$ cat src/rtl/id_ex_skid_reg.sv
// ID/EX pipeline register: valid/ready handshake with a main entry (drives EX) and
// a one-deep skid entry that absorbs the one beat which slips past a registered in_ready.
module id_ex_skid_reg #(
   parameter int WIDTH   = 32,
   parameter int REGBITS = 5
) (
   input  logic               clk,
   input  logic               reset,
   input  logic               flush,
   input  logic               in_valid,
   output logic               in_ready,
   input  logic               regwrited,
   input  logic               memtoregd,
   input  logic               memwrited,
   input  logic               alusrcd,
   input  logic               regdstd,
   input  logic [3:0]         aluop,
   input  logic [WIDTH-1:0]   rd1d,
   input  logic [WIDTH-1:0]   rd2d,
   input  logic [WIDTH-1:0]   signimmd,
   input  logic [REGBITS-1:0] rsd,
   input  logic [REGBITS-1:0] rtd,
   input  logic [REGBITS-1:0] rdd,
   output logic               out_valid,
   input  logic               out_ready,
   output logic               regwritee,
   output logic               memtorege,
   output logic               memwritee,
   output logic               alusrce,
   output logic               regdste,
   output logic [3:0]         aluope,
   output logic [WIDTH-1:0]   rd1e,
   output logic [WIDTH-1:0]   rd2e,
   output logic [WIDTH-1:0]   signimme,
   output logic [REGBITS-1:0] rse,
   output logic [REGBITS-1:0] rte,
   output logic [REGBITS-1:0] rde
);

   localparam int PW = 9 + 3*WIDTH + 3*REGBITS;

   logic [PW-1:0] in_pkt;
   logic [PW-1:0] m_data_q, m_data_d;
   logic [PW-1:0] s_data_q, s_data_d;
   logic          m_valid_q, m_valid_d;
   logic          s_valid_q, s_valid_d;
   logic          in_ready_q;
   logic          accept, deliver;

   logic          m_regwrite, m_memtoreg, m_memwrite;
   logic [3:0]    m_aluop;

   assign in_pkt = {regwrited, memtoregd, memwrited, alusrcd, regdstd, aluop,
                    rd1d, rd2d, signimmd, rsd, rtd, rdd};

   assign accept  = in_valid & in_ready_q;
   assign deliver = m_valid_q & out_ready;

   always_comb begin
      m_data_d  = m_data_q;
      s_data_d  = s_data_q;
      m_valid_d = m_valid_q;
      s_valid_d = s_valid_q;
      if (!m_valid_q) begin
         if (accept) begin
            m_data_d  = in_pkt;
            m_valid_d = 1'b1;
         end
      end else if (deliver) begin
         if (s_valid_q) begin
            // in_ready is low whenever S is full, so nothing new can arrive here
            m_data_d  = s_data_q;
            s_valid_d = 1'b0;
         end else if (accept) begin
            m_data_d  = in_pkt;
         end else begin
            m_valid_d = 1'b0;
         end
      end else if (accept) begin
         s_data_d  = in_pkt;
         s_valid_d = 1'b1;
      end
   end

   always_ff @(posedge clk) begin
      if (reset) begin
         m_valid_q  <= 1'b0;
         s_valid_q  <= 1'b0;
         in_ready_q <= 1'b1;
         m_data_q   <= '0;
         s_data_q   <= '0;
      end else if (flush) begin
         // data registers keep their contents; only the valid bits are killed
         m_valid_q  <= 1'b0;
         s_valid_q  <= 1'b0;
         in_ready_q <= 1'b1;
      end else begin
         m_valid_q  <= m_valid_d;
         s_valid_q  <= s_valid_d;
         in_ready_q <= ~s_valid_d;
         m_data_q   <= m_data_d;
         s_data_q   <= s_data_d;
      end
   end

   assign {m_regwrite, m_memtoreg, m_memwrite, alusrce, regdste, m_aluop,
           rd1e, rd2e, signimme, rse, rte, rde} = m_data_q;

   // Side-effecting controls read as a bubble whenever M is empty
   assign regwritee = m_regwrite & m_valid_q;
   assign memtorege = m_memtoreg & m_valid_q;
   assign memwritee = m_memwrite & m_valid_q;
   assign aluope    = m_aluop & {4{m_valid_q}};

   assign out_valid = m_valid_q;
   assign in_ready  = in_ready_q;

endmodule
$ cat config.mk
export PLATFORM = sky130hd
export DESIGN_NAME = id_ex_skid_reg
export DESIGN_NICKNAME = d
export VERILOG_FILES = /design/src/rtl/id_ex_skid_reg.sv
export SDC_FILE = /design/constraint.sdc
export NUM_CORES = 1
export LEC_CHECK = 0
export CORE_MARGIN = 2
export CORE_UTILIZATION = 56
export DETAILED_ROUTE_END_ITERATION = 10
export HOLD_SLACK_MARGIN = 0.12
export PLACE_DENSITY = 0.84
export SETUP_SLACK_MARGIN = 0.2
export SYNTH_ARGS = -nofsm -noshare
export SYNTH_HDL_FRONTEND = slang
export SYNTH_SLANG_ARGS = --single-unit
$ cat constraint.sdc
create_clock -name clk -period 3.22 [get_ports clk]
set_input_delay 0.966 -clock clk [delete_from_list [all_inputs] [get_ports clk]]
set_output_delay 0.966 -clock clk [all_outputs]
set_load 0.01 [all_outputs]
## Yosys cells after proc, flatten, opt, wreduce, memory -nomap -nowiden

Cells that the tools add are included.

| operators by class | value |
|---|---|
| eq/ne operators | 1 |
| reductions and logical operators | 3 |
| mux-type cells | 11 |
| bitwise gates (word level) | 9 |

Operators by type and width:

| kind | count |
|---|---|
| $mux W120 | 4 |
| $mux W1 | 7 |
| $and A1 B1 Y1 | 5 |
| $and A4 B4 Y4 | 1 |
| $reduce_and A4 Y1 | 1 |
| $not A1 Y1 | 3 |
| $ne A2 B1 Y1 const B | 1 |
| $reduce_and A2 Y1 | 1 |
| $reduce_or A2 Y1 | 1 |

| storage, ports and cells | value |
|---|---|
| word-level logic and storage cells | 29 |
| output and inout port bits | 122 |
| flip-flop bits (word level) | 243 |

## Longest topological paths before layout

Gate-level depths: netlist of run 1.

| depth | value |
|---|---|
| word-level depth | 5 |
| gate-level depth with buffers | 7 |
| depth with buffers taken out | 3 |

## Least setup slack after synthesis of run 1

No wires, ideal clock.

| timing | value |
|---|---|
| path kind | input to register |
| start point | input port reset |
| end point | register m_data_q[24] |
| path buffers | 3 |
| slack | 1213 ps |
| stages on the path | 4 |
| library setup time | 147 ps |
| arrival | 1860 ps |
| cell sequence | buf_2 > clkbuf_1 > clkbuf_1 > a311oi_2 |

RTL lines:

| element | line | source |
|---|---|---|
| from (decl) | 8 | `input logic reset,` |
| to (signal assigned) | 101 | `m_data_q <= m_data_d;` |
| to (decl) | 43 | `logic [PW-1:0] m_data_q, m_data_d;` |

No word-level cell between the ends.

## Final worst setup path of run 1

| timing | value |
|---|---|
| start point | register m_valid_q, in the netlist out_valid |
| end point | output port aluope[0] |

| between the ends | value |
|---|---|
| cells in the longest elaborated chain, start to end | 1 |

RTL lines:

| element | line | source |
|---|---|---|
| from (decl) | 45 | `logic m_valid_q, m_valid_d;` |
| from (signal assigned) | 98 | `m_valid_q <= m_valid_d;` |
| $and A4 B4 Y4 | 113 | `assign aluope = m_aluop & {4{m_valid_q}};` |
| to (decl) | 31 | `output logic [3:0] aluope,` |

Every way passes these cells.

==> impl_metrics.py, run 1 <==
metrics = {
    "layout": {
        "nFillCells": 1633,
        "layout-drive-gt1-share": 0.123,
        "final_common_cell": "clkdlybuf4s50_1",
        "multi_input_area_um2": 5430,
        "final_cell_mix": "clkdlybuf4s50_1, dfxtp_1, nand3_1, nand2_1, a31oi_1",
        "fin_nets": 1525,
        "design_area_um2": 14300,
        "area_growth_pct": 20.5,
        "regArea_um2": 4870,
        "stdcell_count": 1692,
    },
    "placed_design": {
        "post-place-ws_ns": 0.427,
        "placed_cells": 1648,
        "port_buffers": 246,
        "gp_congestion": 0.781,
        "dp.final_hpwl_um": 19000,
        "placed_cell_area_um2": 13500,
    },
    "critical_path": {
        "critPathKind": "reg2out",
        "cpPeakStageDelay_ns": 0.55,
        "startpoint_type": "flip-flop",
        "r2r_slack_ns": 0.82,
        "r2r-end": "m_data_q[60]$_SDFFE_PP0P_",
        "cp_max_fo": 30,
        "cpMaxStageDelayCell": "dfxtp_4",
        "critPathRequiredTime_ns": 2.25,
        "reg2reg_depth": 5,
        "regToRegStartpoint": "out_valid$_SDFF_PP0_",
        "crit_path_cell_trace": "and2_1, clkdlybuf4s50_1",
        "critPathLaunch": "out_valid$_SDFF_PP0_",
        "endpoint": "aluope[0]",
        "crit_arrival_ns": 1.85,
        "critPathCaptureType": "primary output",
    },
    "floorplanning": {
        "die_w_um": 150,
        "dieArea_um2": 22400,
        "die_y_um": 150,
        "io_pins": 247,
        "coreArea_um2": 21000,
        "start_util": 0.568,
        "rows": 53,
    },
    "logic_synthesis": {
        "ys_warn_count": 0,
        "ys_seq_elements": 243,
        "synthCells": 1387,
        "ys_types": 22,
        "avgSynthCellArea_um2": 8.58,
        "synth.cell_area_um2": 11900,
        "yosysTopAreaCellShare": 0.409,
        "synth_top_area_cell": "dfxtp_1",
        "synth.top_cells.by_area": "dfxtp_1, a311oi_2, nand3_1",
        "synthesis.nets": 1512,
        "ys_seq_area_frac": 0.409,
    },
    "timing": {
        "fin_ws_ns": 0.407,
        "tns_ns": 0,
        "setup_violations": 0,
        "finalClockSkew_ns": 0.0111,
        "min_period_over_period": 0.874,
        "slew_headroom": 0.524,
        "finalCriticalPeriod_ns": 2.81,
        "max_freq_mhz": 355,
        "worst_pin_slew_ns": 0.714,
        "finalMaxSlewViolations": 0,
        "rsz0062_at_grt": "no",
        "hold_violations": 0,
        "hold_slack_ns": 0.474,
    },
    "clocking": {
        "clk_pin_slew_ns": 0.06,
        "cts_hold_buffers": 0,
        "cts_tree": "done",
        "htree_levels": 1,
        "clock_path_buffers": 3,
        "clock-sinks": 243,
        "cts-resized-gates": 0,
        "cts_root_buffer": "clkbuf_16",
        "cts_made_buffers": 25,
        "worstSkewPairLatency_ns": 0.52,
        "cts_setup_buffers": 0,
    },
    "power": {
        "internal-power_mw": 5.34,
        "cellLeakagePower_nw": 4.67,
        "power_switching_mw": 1.81,
        "powerDensity_nw_per_um2": 498,
        "peakVddDrop_uv": 375,
        "combPwrFrac": 0.146,
        "power.share.switching": 0.253,
        "seq_power_share": 0.449,
        "power_frac_clock": 0.406,
    },
    "global_route": {
        "grtUsageMet3": 0.0433,
        "overflow": 0,
        "grt_max_degree": 147,
        "gr-usage-met2": 0.489,
        "grt_pass1_wl_um": 53700,
        "grt_use_met1": 0.366,
        "grt_antenna_before_repair": 2,
        "busiest_layer": "met2",
        "track_usage": 0.290,
        "first_global_vias": 10400,
    },
    "job": {
        "max_cap_violations": 0,
    },
    "route": {
        "drc_errors": 0,
        "num_vias": 11100,
        "first_pass_iters": 7,
        "drt_iter0_drc": 1140,
        "via_per_inst": 6.57,
        "wl_um": 34400,
        "postRouteAntennaNets": 0,
        "wl_per_cell_um": 20.3,
    },
    "worst_hold_path": {
        "min_path_type": "reg2reg",
        "worstHoldStart": "s_data_q[74]$_SDFFE_PP0P_",
    },
    "status": {
        "status": "complete, no violations",
    },
}
worst min path at each step:
stage	slack (ns)	depth (start not counted)	end
after floorplan	0.45	2	s_data_q[0]$_SDFFE_PP0P_
after global placement	0.46	2	s_data_q[24]$_SDFFE_PP0P_
after detailed placement	0.47	2	s_data_q[15]$_SDFFE_PP0P_
after CTS	0.47	2	s_data_q[56]$_SDFFE_PP0P_
after global routing	0.49	2	s_data_q[72]$_SDFFE_PP0P_
final	0.47	2	s_data_q[74]$_SDFFE_PP0P_
metal layers:
layer,share of wire,up-vias,wire length [um]
li1,-,5051,-
met1,0.39,5372,13300
met2,0.49,591,17000
met3,0.076,109,2620
met4,0.043,0,1500
met5,0,-,0
sequential cells by signal, indices dropped and copies added, names as in the netlist, named ones only:
name	cells
in_ready	1
s_data_q	120
m_data_q	120
out_valid	1
worst max-delay path, delay by kind of cell (launching register included):
family,cells,cell delay (ns)
DFF,1,0.55
buffers and inverters,1,0.55
and+or+nand+nor,1,0.23
synth_stat cells (all sizes together):
library cell / n
and4b: 1
a311oi: 121
and3: 1
nand3: 240
nand4b: 1
clkbuf: 119
a21oi: 120
nand2: 122
a31oi: 121
inv: 2
o21ai: 120
and2: 7
buf: 166
nand2b: 1
a22o: 1
dfxtp: 243
a2111o: 1
kinds of logic (layout without fill, tap and decap cells):
| kind of cell | count (synthesis) | after routing | synth area share |
|---|---|---|---|
| AO/OA/AOI/OAI | 484 | 484 | 0.308 |
| other | 0 | 2 | 0 |
| buffers and inverters | 287 | 315 | 0.137 |
| AND/OR/NAND/NOR | 373 | 373 | 0.146 |
| flip-flops | 243 | 243 | 0.409 |
power groups by stage:
stage / clock network [mW] / logic, mW / registers (mW)
final: 2.90 / 1.04 / 3.21
after global routing: 3.04 / 1.11 / 3.22
after CTS: 2.92 / 1.04 / 3.20
after detailed placement: 0 / 1.03 / 3.27
after global placement: 0 / 1.01 / 3.27
after floorplan: 0 / 0.681 / 3.24
through the flow:
step                power [mW]  utilization
global placement          4.28        0.645
global route              7.36        0.684
detailed placement        4.30        0.645
CTS                       7.16        0.684
finish                    7.15        0.684
floorplan                 3.92            -
area by class of cell:
class / instances / share of cell area
Tap cell: 275 / 0.0240
Multi-Input combinational cell: 857 / 0.379
Clock inverter: 8 / 0.00637
Antenna cell: 2 / 0.000349
Timing Repair Buffer: 271 / 0.200
Sequential cell: 243 / 0.340
Clock buffer: 34 / 0.0502
Inverter: 2 / 0.000873
Power figures use the tool's default switching activity.
==> run 2, diff against run 1 <==
--- a/config.mk
+++ b/config.mk
@@ -5,10 +5,13 @@
 export SDC_FILE = /design/constraint.sdc
 export NUM_CORES = 1
 export LEC_CHECK = 0
+export CORE_ASPECT_RATIO = 1.2
 export CORE_MARGIN = 2
 export CORE_UTILIZATION = 56
+export CTS_CLUSTER_SIZE = 16
 export DETAILED_ROUTE_END_ITERATION = 10
 export HOLD_SLACK_MARGIN = 0.12
+export MAX_ROUTING_LAYER = met4
 export PLACE_DENSITY = 0.84
 export SETUP_SLACK_MARGIN = 0.2
 export SYNTH_ARGS = -nofsm -noshare
==> impl_metrics.py, run 2 (synthesis gave the netlist of run 1 again) <==
metrics = {
    "status": {
        "status": "complete, no violations",
    },
    "floorplanning": {
        "start_util": 0.569,
        "die_y_um": 164,
        "rows": 58,
        "coreArea_um2": 20900,
        "die_w_um": 137,
        "io_pins": 247,
        "dieArea_um2": 22400,
    },
    "clocking": {
        "worstSkewPairLatency_ns": 0.53,
        "clock_path_buffers": 3,
        "cts_made_buffers": 25,
        "clk_pin_slew_ns": 0.06,
        "cts-resized-gates": 0,
        "cts_setup_buffers": 0,
        "htree_levels": 1,
        "cts_hold_buffers": 0,
        "clock-sinks": 243,
        "cts_tree": "done",
        "cts_root_buffer": "clkbuf_16",
    },
    "critical_path": {
        "cpMaxStageDelayCell": "dfxtp_4",
        "crit_arrival_ns": 1.87,
        "crit_path_cell_trace": "and2_1, clkdlybuf4s50_1",
        "reg2reg_depth": 3,
        "critPathKind": "reg2out",
        "cp_max_fo": 28,
        "cpPeakStageDelay_ns": 0.57,
        "critPathLaunch": "out_valid$_SDFF_PP0_",
        "startpoint_type": "flip-flop",
        "critPathCaptureType": "primary output",
        "critPathRequiredTime_ns": 2.25,
    },
    "layout": {
        "fin_nets": 1526,
        "reg_top3": "m_data_q x120, s_data_q x120",
        "layout-drive-gt1-share": 0.122,
        "design_area_um2": 14300,
        "final_core_util": 0.683,
        "final_cell_mix": "clkdlybuf4s50_1, dfxtp_1, nand3_1, nand2_1, a31oi_1",
        "area_growth_pct": 20.0,
        "stdcell_count": 1693,
        "final_common_cell": "clkdlybuf4s50_1",
    },
    "route": {
        "num_vias": 11100,
        "wl_per_cell_um": 19.8,
        "first_pass_iters": 6,
        "drt_iter0_drc": 847,
        "postRouteAntennaNets": 0,
        "wl_um": 33600,
        "via_per_inst": 6.54,
        "drc_errors": 0,
    },
    "global_route": {
        "grt_max_degree": 122,
        "gr-usage-met2": 0.472,
        "busiest_layer": "met2",
        "first_global_vias": 10600,
        "grtUsageMet3": 0.0472,
        "grt_pass1_wl_um": 53000,
        "grt_use_met1": 0.351,
        "grt_antenna_before_repair": 4,
        "overflow": 0,
        "track_usage": 0.295,
    },
    "timing": {
        "finalMaxSlewViolations": 0,
        "tns_ns": 0,
        "finalClockSkew_ns": 0.0174,
        "rsz0062_at_grt": "no",
        "worst_pin_slew_ns": 0.965,
        "hold_violations": 0,
        "max_freq_mhz": 352,
        "min_period_over_period": 0.881,
        "finalCriticalPeriod_ns": 2.84,
        "slew_headroom": 0.356,
        "setup_violations": 0,
    },
    "placed_design": {
        "port_buffers": 246,
        "gp_congestion": 0.787,
        "placed_cells": 1644,
        "dp.final_hpwl_um": 18800,
        "placed_cell_area_um2": 13500,
    },
    "job": {
        "max_cap_violations": 0,
    },
    "worst_hold_path": {
        "worstHoldStart": "s_data_q[111]$_SDFFE_PP0P_",
        "holdPathStages": 2,
        "min_path_type": "reg2reg",
    },
    "power": {
        "peakVddDrop_uv": 434,
        "powerDensity_nw_per_um2": 492,
        "cellLeakagePower_nw": 4.63,
    },
}
[run 2: cell types whose count changed in the layout (fill, tap and decap cells not counted), moves of 2 or more]
cell	change
inv_6	+2
diode_2	+2
clkbuf_8	-3
buf_12	-3
clkbuf_1	+5
buf_4	+4
[run 2: final timing paths]
kind                                                    to  slack [ns]
worst max-delay path                             regwritee        0.38
worst min-delay path            s_data_q[111]$_SDFFE_PP0P_        0.47
worst max register to register   m_data_q[63]$_SDFFE_PP0P_        1.01
worst min register to register  s_data_q[111]$_SDFFE_PP0P_        0.47
[run 2: per-layer routing]
metal	vias to the layer above	wire [um]
met4	0	1560
met5	-	0
met1	5301	12800
met3	120	2720
met2	602	16600
li1	5055	-
[run 2: layout make-up]
type	instances	area (um^2)
fill	1668	6630
multi-input combinational	857	5430
sequential	243	4870
timing repair buffer	272	2840
clock buffer	36	697
tap	270	338
clock inverter	9	77.6
inverter	2	12.5
antenna	4	10.0
[run 2: stage by stage]
step / setup slack [ns] / hold WS [ns] / power, mW
floorplan: 1.21 / 0.454 / 3.92
global placement: 0.526 / 0.460 / 4.27
detailed placement: 0.470 / 0.466 / 4.30
CTS: 0.379 / 0.474 / 7.05
global route: 0.350 / 0.492 / 7.26
finish: 0.383 / 0.473 / 7.03
[run 2: worst max-delay path, delay by kind of cell (launching register included)]
kind          cells  cell delay, ns
simple gates      1            0.22
flops             1            0.57
buf+inv           1            0.54
[run 2: where the power goes]
group	internal [mW]	leakage (nW)	switching, mW
clock	1.59	0.386	1.20
sequential	3.13	1.98	0.0795
combinational	0.499	2.27	0.540
total	5.21	4.63	1.82
==> run 3, diff against run 2 <==
--- a/config.mk
+++ b/config.mk
@@ -7,13 +7,14 @@
 export LEC_CHECK = 0
 export CORE_ASPECT_RATIO = 1.2
 export CORE_MARGIN = 2
-export CORE_UTILIZATION = 56
+export CORE_UTILIZATION = 55
 export CTS_CLUSTER_SIZE = 16
 export DETAILED_ROUTE_END_ITERATION = 10
 export HOLD_SLACK_MARGIN = 0.12
 export MAX_ROUTING_LAYER = met4
-export PLACE_DENSITY = 0.84
+export PLACE_DENSITY = 0.83
 export SETUP_SLACK_MARGIN = 0.2
+export SLEW_MARGIN = 40
 export SYNTH_ARGS = -nofsm -noshare
 export SYNTH_HDL_FRONTEND = slang
 export SYNTH_SLANG_ARGS = --single-unit
==> impl_metrics.py, run 3 (synthesis gave the netlist of run 1 again) <==
metrics = {
    "status": {
        "status": "complete, no violations",
    },
    "floorplanning": {
        "rows": 58,
        "die_y_um": 165,
        "coreArea_um2": 21100,
        "start_util": 0.563,
        "die_w_um": 138,
        "io_pins": 247,
        "dieArea_um2": 22800,
    },
    "route": {
        "via_per_inst": 6.61,
        "num_vias": 11200,
        "postRouteAntennaNets": 0,
        "drc_errors": 0,
        "first_pass_iters": 5,
        "wl_per_cell_um": 20.6,
        "wl_um": 34900,
        "drt_iter0_drc": 1023,
    },
    "global_route": {
        "grt_antenna_before_repair": 2,
        "track_usage": 0.295,
        "overflow": 0,
        "grt_max_degree": 123,
        "grt_pass1_wl_um": 54800,
        "first_global_vias": 10900,
    },
    "power": {
        "powerDensity_nw_per_um2": 495,
        "power.share.switching": 0.256,
        "combPwrFrac": 0.149,
        "internal-power_mw": 5.30,
        "seq_power_share": 0.451,
        "power_frac_clock": 0.401,
        "cellLeakagePower_nw": 4.68,
        "power_switching_mw": 1.82,
        "peakVddDrop_uv": 436,
    },
    "clocking": {
        "worstSkewPairLatency_ns": 0.52,
        "clk_pin_slew_ns": 0.06,
        "clock_path_buffers": 3,
        "cts_made_buffers": 25,
        "htree_levels": 1,
        "cts-resized-gates": 0,
        "cts_setup_buffers": 1,
        "clock-sinks": 243,
        "cts_root_buffer": "clkbuf_16",
        "cts_tree": "done",
        "cts_hold_buffers": 0,
    },
    "placed_design": {
        "gp_congestion": 0.808,
        "dp.final_hpwl_um": 19300,
        "port_buffers": 246,
        "post-place-ws_ns": 0.350,
        "placed_cell_area_um2": 13500,
        "placed_cells": 1647,
    },
    "critical_path": {
        "endpoint": "regwritee",
        "critPathLaunch": "out_valid$_SDFF_PP0_",
        "r2r_slack_ns": 1.14,
        "reg2reg_depth": 4,
        "critPathRequiredTime_ns": 2.25,
        "cp_max_fo": 28,
        "critPathKind": "reg2out",
        "crit_arrival_ns": 1.91,
        "critPathCaptureType": "primary output",
        "r2r-end": "m_data_q[62]$_SDFFE_PP0P_",
        "startpoint_type": "flip-flop",
    },
    "layout": {
        "layout-drive-gt1-share": 0.125,
        "final_cell_mix": "clkdlybuf4s50_1, dfxtp_1, nand3_1, nand2_1, a31oi_1",
        "stdcell_count": 1694,
        "final_common_cell": "clkdlybuf4s50_1",
        "fin_nets": 1531,
        "area_growth_pct": 20.9,
        "reg_top3": "m_data_q x120, s_data_q x120",
        "design_area_um2": 14400,
    },
    "timing": {
        "finalClockSkew_ns": 0.0117,
        "max_freq_mhz": 348,
        "hold_violations": 0,
        "slew_headroom": 0.469,
        "worst_pin_slew_ns": 0.797,
        "finalCriticalPeriod_ns": 2.87,
        "rsz0062_at_grt": "no",
        "tns_ns": 0,
        "setup_violations": 0,
        "fin_ws_ns": 0.348,
        "min_period_over_period": 0.892,
        "finalMaxSlewViolations": 0,
    },
    "job": {
        "max_cap_violations": 0,
    },
    "worst_hold_path": {
        "min_path_type": "reg2reg",
    },
}
[run 3: changes by cell type in the layout (fill, tap and decap cells not counted)]
cell        delta
buf_16         +2
buf_6          +2
clkbuf_1       -3
clkbuf_8       +5
clkinv_2       -4
clkinvlp_4     +1
diode_2        -1
inv_6          -2
inv_8          +1
[run 3: metal layers]
layer / vias up / global-route usage / part of all wire
met3: 98 / 0.0415 / 0.083
met4: 0 / 0.140 / 0.039
met1: 5418 / 0.348 / 0.37
li1: 5056 / - / -
met5: - / - / 0
met2: 624 / 0.502 / 0.51
[run 3: power groups by stage]
stage                     Clock, mW  Sequential [mW]  Combinational [mW]
final                          2.85             3.21                1.06
after global placement            0             3.27                1.01
after global routing           3.01             3.22                1.12
after detailed placement          0             3.27                1.03
after floorplan                   0             3.24               0.681
after CTS                      2.88             3.21                1.05
[run 3: layout make-up]
class / count / area (um^2)
inverter: 2 / 12.5
antenna: 3 / 7.51
timing repair buffer: 277 / 2930
clock buffer: 37 / 741
fill: 1631 / 6730
sequential: 243 / 4870
tap: 270 / 338
clock inverter: 5 / 58.8
multi-input combinational: 857 / 5430
[run 3: worst max-delay path, cell delays in order, from the launching register on]
cell and delay (ns):
dfxtp_4 0.62, and2_1 0.23, clkdlybuf4s50_1 0.54
[run 3: worst min-delay path by stage]
stage,start,endpoint,cells past startpoint
floorplan,s_data_q[0]$_SDFFE_PP0P_,s_data_q[0]$_SDFFE_PP0P_,2
global placement,s_data_q[27]$_SDFFE_PP0P_,s_data_q[27]$_SDFFE_PP0P_,2
detailed placement,s_data_q[14]$_SDFFE_PP0P_,s_data_q[14]$_SDFFE_PP0P_,2
CTS,s_data_q[14]$_SDFFE_PP0P_,s_data_q[14]$_SDFFE_PP0P_,2
global route,s_data_q[91]$_SDFFE_PP0P_,s_data_q[91]$_SDFFE_PP0P_,2
finish,s_data_q[27]$_SDFFE_PP0P_,s_data_q[27]$_SDFFE_PP0P_,2
[run 3: per-stage QoR]
step	hold WS, ns	total power, mW	utilization
3_5_place_dp	0.466	4.31	0.640
6_report	0.474	7.12	0.681
4_1_cts	0.475	7.13	0.679
3_3_place_gp	0.460	4.29	0.640
2_1_floorplan	0.454	3.92	-
5_1_grt	0.489	7.34	0.681
